<file path="config.mk">
export PLATFORM = sky130hd
export DESIGN_NAME = cache_arbiter
export DESIGN_NICKNAME = d
export VERILOG_FILES = /design/src/rtl/cache_arbiter_pkg.sv /design/src/rtl/cache_arbiter_fsm.sv /design/src/rtl/cache_arbiter.sv
export SDC_FILE = /design/constraint.sdc
export NUM_CORES = 1
export LEC_CHECK = 0
export CORE_AREA = 5 5 542 544
export DETAILED_ROUTE_END_ITERATION = 6
export DIE_AREA = 0 0 547 549
export PLACE_DENSITY_LB_ADDON = 0.08
export SYNTH_ARGS = -nofsm -noshare
export SYNTH_HDL_FRONTEND = slang
export SYNTH_HIERARCHICAL = 1
export SYNTH_SLANG_ARGS = --single-unit
</file>
<file path="constraint.sdc">
create_clock -name clk -period 2.64 [get_ports clk]
set_input_delay 0.528 -clock clk [delete_from_list [all_inputs] [get_ports clk]]
set_output_delay 0.528 -clock clk [all_outputs]
set_load 0.02 [all_outputs]
</file>
<file path="src/rtl/cache_arbiter_pkg.sv">
// Shared types for the cache_arbiter slice: FSM states, requester ids, width defaults.
// The ARB_ROUND_ROBIN_EN macro (used by the FSM) selects round-robin tie breaking.
package arbiter_types;

  localparam int unsigned ADDR_WIDTH_DEFAULT = 32;
  localparam int unsigned LINE_WIDTH_DEFAULT = 256;

  typedef enum logic [1:0] {
    IDLE    = 2'd0,
    SERVE_I = 2'd1,
    SERVE_D = 2'd2,
    RELEASE = 2'd3
  } arb_state_t;

  typedef enum logic {
    REQ_I = 1'b0,
    REQ_D = 1'b1
  } arb_req_t;

endpackage

</file>
<file path="src/rtl/cache_arbiter_fsm.sv">
// Grant FSM for cache_arbiter: state register, grant decision and, when
// ARB_ROUND_ROBIN_EN is defined, the last_grant register used to break ties.
import arbiter_types::*;

module arbiter_fsm (
  input  logic       clk,
  input  logic       rst,
  input  logic       i_req,
  input  logic       d_req,
  input  logic       pmem_resp,
  output arb_state_t state,
  output logic       grant,
  output arb_req_t   grant_sel
);

  arb_state_t state_q, state_d;
  arb_req_t   sel;

`ifdef ARB_ROUND_ROBIN_EN
  arb_req_t last_grant_q, last_grant_d;

  // On a tie the requester that did not win last time goes first.
  always_comb begin
    if (i_req && d_req) sel = (last_grant_q == REQ_D) ? REQ_I : REQ_D;
    else if (d_req)     sel = REQ_D;
    else                sel = REQ_I;
  end

  always_comb begin
    last_grant_d = last_grant_q;
    if (grant) last_grant_d = grant_sel;
  end

  always_ff @(posedge clk) begin
    if (rst) last_grant_q <= REQ_I;
    else     last_grant_q <= last_grant_d;
  end
`else
  always_comb begin
    sel = d_req ? REQ_D : REQ_I;
  end
`endif

  always_comb begin
    state_d   = state_q;
    grant     = 1'b0;
    grant_sel = REQ_I;
    case (state_q)
      IDLE: begin
        if (i_req || d_req) begin
          grant     = 1'b1;
          grant_sel = sel;
          state_d   = (sel == REQ_D) ? SERVE_D : SERVE_I;
        end
      end
      SERVE_I, SERVE_D: begin
        if (pmem_resp) state_d = RELEASE;
      end
      // Dead cycle: a request still high right after resp is stale, not new.
      RELEASE: state_d = IDLE;
      default: state_d = IDLE;
    endcase
  end

  always_ff @(posedge clk) begin
    if (rst) state_q <= IDLE;
    else     state_q <= state_d;
  end

  assign state = state_q;

endmodule

</file>
<file path="src/rtl/cache_arbiter.sv">
// Shares one cacheline memory port between the I-cache and D-cache miss paths.
// Define ARB_ROUND_ROBIN_EN for round-robin tie breaking instead of D-over-I priority.
import arbiter_types::*;

module cache_arbiter #(
  parameter int unsigned ADDR_WIDTH = ADDR_WIDTH_DEFAULT,
  parameter int unsigned LINE_WIDTH = LINE_WIDTH_DEFAULT
) (
  input  logic                  clk,
  input  logic                  rst,
  input  logic                  i_pmem_read,
  input  logic [ADDR_WIDTH-1:0] i_pmem_address,
  output logic [LINE_WIDTH-1:0] i_pmem_rdata,
  output logic                  i_pmem_resp,
  input  logic                  d_pmem_read,
  input  logic                  d_pmem_write,
  input  logic [ADDR_WIDTH-1:0] d_pmem_address,
  input  logic [LINE_WIDTH-1:0] d_pmem_wdata,
  output logic [LINE_WIDTH-1:0] d_pmem_rdata,
  output logic                  d_pmem_resp,
  output logic                  pmem_read,
  output logic                  pmem_write,
  output logic [ADDR_WIDTH-1:0] pmem_address,
  output logic [LINE_WIDTH-1:0] pmem_wdata,
  input  logic [LINE_WIDTH-1:0] pmem_rdata,
  input  logic                  pmem_resp
);

  arb_state_t state;
  logic       grant;
  arb_req_t   grant_sel;

  logic [ADDR_WIDTH-1:0] addr_q, addr_d;
  logic [LINE_WIDTH-1:0] wdata_q, wdata_d;
  logic                  wr_q, wr_d;
  logic                  resp_ok;

  arbiter_fsm u_fsm (
    .clk       (clk),
    .rst       (rst),
    .i_req     (i_pmem_read),
    .d_req     (d_pmem_read | d_pmem_write),
    .pmem_resp (pmem_resp),
    .state     (state),
    .grant     (grant),
    .grant_sel (grant_sel)
  );

  // Write wins over read if a D request carries both (cache contract violation).
  always_comb begin
    addr_d  = addr_q;
    wdata_d = wdata_q;
    wr_d    = wr_q;
    if (grant) begin
      if (grant_sel == REQ_D) begin
        addr_d  = d_pmem_address;
        wdata_d = d_pmem_wdata;
        wr_d    = d_pmem_write;
      end else begin
        addr_d  = i_pmem_address;
        wr_d    = 1'b0;
      end
    end
  end

  always_ff @(posedge clk) begin
    if (rst) begin
      addr_q  <= '0;
      wdata_q <= '0;
      wr_q    <= 1'b0;
    end else begin
      addr_q  <= addr_d;
      wdata_q <= wdata_d;
      wr_q    <= wr_d;
    end
  end

  assign pmem_read    = (state == SERVE_I) || ((state == SERVE_D) && !wr_q);
  assign pmem_write   = (state == SERVE_D) && wr_q;
  assign pmem_address = addr_q;
  assign pmem_wdata   = wdata_q;

  // A transaction abandoned by reset must not complete, even on a coincident resp.
  assign resp_ok      = pmem_resp && !rst;
  assign i_pmem_resp  = (state == SERVE_I) && resp_ok;
  assign d_pmem_resp  = (state == SERVE_D) && resp_ok;
  assign i_pmem_rdata = i_pmem_resp ? pmem_rdata : '0;
  assign d_pmem_rdata = d_pmem_resp ? pmem_rdata : '0;

endmodule

</file>
# Yosys cells after proc, flatten, opt, wreduce, memory -nomap -nowiden
# Index checks and enable logic that the tools add are counted.
# totals
word_cells	36
register_bits	291
input_bits	582
out_inout_bits	804
# op_classes
n_eq_ne	5
muxes	13
reduce_logical	13
bitwise_logic	1
# op_table
op	count
2-to-1 mux 256 bit	2
2-to-1 mux 32 bit	1
2-to-1 mux 1 bit	6
2-to-1 mux 2 bit	3
one-hot mux 2 bit (3 select lines)	1
logical AND 1 bit	5
equality test 2 bit, second input constant	2
AND reduction 2 bit	2
equality test 2 x 1 -> 1 bit, second input constant	1
logical NOT 1 bit	2
logical NOT 2 bit	1
logical OR 1 bit	2
!= test 2 x 1 -> 1 bit, second input constant	1
!= test 2 bit, second input constant	1
OR reduction 2 bit	1
bitwise OR 1 bit	1

# Longest topological paths before layout
# depth
ltp_word	5
ltp_mapped	9
ltp_nobuf	5

# Hierarchy
# Netlist, hierarchy kept.
# by_module_without_submodules
module	seq_area_each_um2	cells_per_inst	area_per_inst_um2	n_inst
cache_arbiter	5785.5	1948	16338.2	1
arbiter_fsm	40.0	18	152.6	1

# Worst setup path after synthesis
# Ideal clock, no wire load.
# synth_path
path_kind	input to output
from	input port pmem_resp
to	output port d_pmem_rdata[100]
setup_slack_ns	0.730
arrival_time_ns	1.382
path_stages	5
n_path_buf	3
required_time_ns	2.112
cell_sequence	nor2b_1 > buf_2 > buf_4 > clkbuf_2 > and3_1
# synth_via
elab_chain_len	3
# synth_lines
element	line_no	rtl
start: declaration	cache_arbiter.sv:26	input logic pmem_resp
logical AND 1 bit	cache_arbiter.sv:84	assign resp_ok = pmem_resp && !rst;
logical AND 1 bit	cache_arbiter.sv:86	assign d_pmem_resp = (state == SERVE_D) && resp_ok;
2-to-1 mux 256 bit	cache_arbiter.sv:88	assign d_pmem_rdata = d_pmem_resp ? pmem_rdata : '0;
end: declaration	cache_arbiter.sv:19	output logic [LINE_WIDTH-1:0] d_pmem_rdata,
# No other way between the ends.

# Final worst setup path
# layout_path
from	register u_fsm.state_q[1] (netlist: u_fsm/state[1])
to	output port i_pmem_rdata[105]
# layout_via
elab_chain_len	3
# layout_lines
element	line_no	rtl
start: declaration	cache_arbiter_fsm.sv:16	arb_state_t state_q, state_d;
start signal: assignment	cache_arbiter_fsm.sv:67	else state_q <= state_d;
equality test 2 x 1 -> 1 bit	cache_arbiter.sv:85	assign i_pmem_resp = (state == SERVE_I) && resp_ok;
logical AND 1 bit	cache_arbiter.sv:85	
2-to-1 mux 256 bit	cache_arbiter.sv:87	assign i_pmem_rdata = i_pmem_resp ? pmem_rdata : '0;
end: declaration	cache_arbiter.sv:13	output logic [LINE_WIDTH-1:0] i_pmem_rdata,
# No other way between the ends.

==> impl_metrics.py <==
metrics = {
    "status": {
        "status": "finished, violations left",
        "violations": "negative setup slack",
    },
    "sta": {
        "fin_ws_ns": -0.0644,
        "hold_viol": 0,
        "slew_viol_final": 0,
        "finalCritPeriodShare": 1.02,
        "fmax_ghz": 0.370,
        "finClkSkew_ns": 0.0330,
        "rsz0062_at_grt": "true",
        "slew_headroom": 0.416,
        "fin_crit_ns": 2.70,
        "worst_pin_slew_ns": 0.875,
        "finalSetupViolCount": 118,
    },
    "synthesis": {
        "synth_cell_type_count": 28,
        "yosysWarnings": 6,
        "ys_top_cells_by_count": "512 x and3_1, 291 x dfxtp_1, 260 x a21oi_1",
        "avgSynthCellArea_um2": 8.39,
        "ys_ff_latch": 291,
        "seq_area_frac_synth": 0.353,
        "synth_most_common_cell": "and3_1",
        "synth_area_um2": 16500,
        "synth_edf_count": 0,
        "synth.area.top_cells": "dfxtp_1 35%, and3_1 19%, a21bo_2 16%",
        "dominantRegCellSynth": "dfxtp_1",
        "async_flop_share": 0,
        "synth_top_area_share": 0.353,
        "yosys.area.top_type": "dfxtp_1",
        "syn_nets": 2549,
        "syn_inst": 1966,
    },
    "clock_tree": {
        "cts_tree": "yes",
        "cts_buffer_depth": 3,
        "clock_latency_ns": 0.62,
        "cts_num_sinks": 291,
        "h-tree-depth": 2,
        "clk_pin_slew_ns": 0.06,
        "root_buffer": "clkbuf_16",
        "hold_buffers": 0,
        "cts_buffers": 44,
    },
    "die": {
        "start_util": 0.0570,
        "fp.dieW_um": 547,
        "fp.dieH_um": 549,
        "num_rows": 198,
        "die-area_um2": 300000,
        "io_pins": 1386,
        "core_area_um2": 289000,
    },
    "layout": {
        "final_cells": 7263,
        "finalNetCount": 3989,
        "final_area_um2": 40400,
        "drive_gt1_frac": 0.398,
        "area_growth_pct": 145,
    },
    "placed_design": {
        "port_buffers": 1385,
        "postPlaceCellArea_um2": 35700,
        "place_congestion": 0.815,
        "dpl.cell_count": 7074,
        "hpwl_mm": 159,
    },
    "critical_path": {
        "critPathKind": "reg -> out",
        "end_kind": "output port",
        "worstPathArrival_ns": 2.18,
        "required_ns": 2.11,
        "path_max_fanout": 8,
        "start_kind": "flop",
    },
    "pwr": {
        "power_uw": 33500,
        "cellPowerDensity_nw_per_um2": 829,
        "ir_drop_mv": 0.563,
        "leakage_uw": 0.0160,
    },
    "global_route": {
        "grt_pass1_vias": 22500,
        "antenna_found_initial": 118,
        "grt.overflow.total": 0,
        "grt_pass1_wl_mm": 245,
        "grt_usage": 0.121,
        "grt_start_max_net_pins": 142,
    },
    "worst_hold_path": {
        "hold_class": "in -> reg",
    },
    "drt": {
        "ant_nets": 0,
        "drc_errors": 0,
        "wl_mm": 194,
        "via_per_inst": 3.02,
        "wl_per_cell_um": 26.8,
        "drt-pass1-iter-count": 4,
        "vias": 21900,
        "drt_iter0_markers": 789,
    },
    "run": {
        "drv_cap": 0,
    },
}
==> cell usage in the layout (no fill, tap or decap), types with 5 or more instances in the layout <==
master,Yosys,final
nand2b_1,5,5
buf_12,2,121
clkdlybuf4s15_2,0,7
clkbuf_16,0,55
a21oi_1,260,260
buf_4,12,246
buf_16,0,23
buf_8,3,40
dfxtp_1,291,289
a21bo_2,256,256
nor2_1,32,32
and3_4,0,243
clkbuf_4,0,11
a211oi_1,32,32
clkbuf_8,0,7
buf_2,137,75
nand3_1,257,257
mux2i_1,32,32
buf_6,15,260
diode_2,0,27
clkdlybuf4s50_1,0,867
clkbuf_1,48,18
and3_1,512,268
==> cell type report <==
| type | instances | area (µm²) |
|---|---|---|
| fillers | 33000 | 249000 |
| repair buffers | 1665 | 17900 |
| multi-input cells | 1401 | 10400 |
| flip-flops and latches | 291 | 5830 |
| well taps | 3800 | 4750 |
| clock buffers | 69 | 1260 |
| clock inverters | 7 | 71.3 |
| diodes | 27 | 67.6 |
| inverters | 3 | 11.3 |
==> worst max-delay path, cell delays in order (launching register included) <==
cell and delay [ns]:
dfxtp_2 0.33, and2b_4 0.31, buf_12 0.13, buf_16 0.19, buf_8 0.16, buf_6 0.13, and3_4 0.18, buf_6 0.12
==> where the power goes <==
group          switching [µW]  total (µW)  internal (µW)
Clock                    2550        5840           3280
Sequential                665        6440           5780
Combinational           11500       21200           9680
==> flip-flops by register name, summed over array words and instances, names as in the netlist <==
register      cells
wr_q              1
pmem_address     32
u_fsm/state       2
pmem_wdata      256
==> timing repair <==
action / 4_1_cts / 5_1_grt
buffers inserted: 46 / 19
gates resized for setup: 1415 / 535
endpoints found under the hold margin: 0 / 0
pin swaps: 27 / 14
setup endpoints to repair: 517 / 461
cloned: 24 / 12
==> metrics by stage <==
step	util	hold WS (ns)	setup slack [ns]	TNS, ns
CTS	0.136	0.372	-0.185	-41.53
floorplan	-	0.454	0.730	0
global placement	0.123	0.473	-0.839	-298.80
detailed placement	0.123	0.478	-0.841	-290.97
global route	0.139	0.404	-0.178	-36.04
finish	0.140	0.421	-0.0644	-2.85
==> final timing paths <==
kind | cells after the start | to | start | slack [ns]
setup / recovery | 7 | i_pmem_rdata[105] | u_fsm/state[1]$_SDFFE_PP0P_ | -0.06
hold / removal | 3 | pmem_wdata[11]$_SDFFE_PP0P_ | rst | 0.42
setup reg to reg | 8 | pmem_wdata[245]$_SDFFE_PP0P_ | u_fsm/state[0]$_SDFFE_PP0P_ | 0.15
hold reg to reg | 2 | pmem_address[30]$_SDFFE_PP0P_ | pmem_address[30]$_SDFFE_PP0P_ | 0.48
==> cell families (layout without fill, tap and decap cells) <==
logic type	count (synthesis)	in the layout	synth area share
AO/OA/AOI/OAI	551	551	0.250
multiplexers	32	32	0.0194
adder cells (fa/ha/maj)	1	1	0.000759
AND/OR/NAND/NOR	817	817	0.286
buffers and inverters	274	1744	0.0899
flip-flops	291	291	0.353
other	0	27	0
==> layer usage <==
metal	part of all wire	track usage
met1	0.37	0.129
met2	0.51	0.220
met3	0.093	0.0519
met4	0.022	0.0251
met5	0.0017	0
Power figures use the tool's default switching activity.
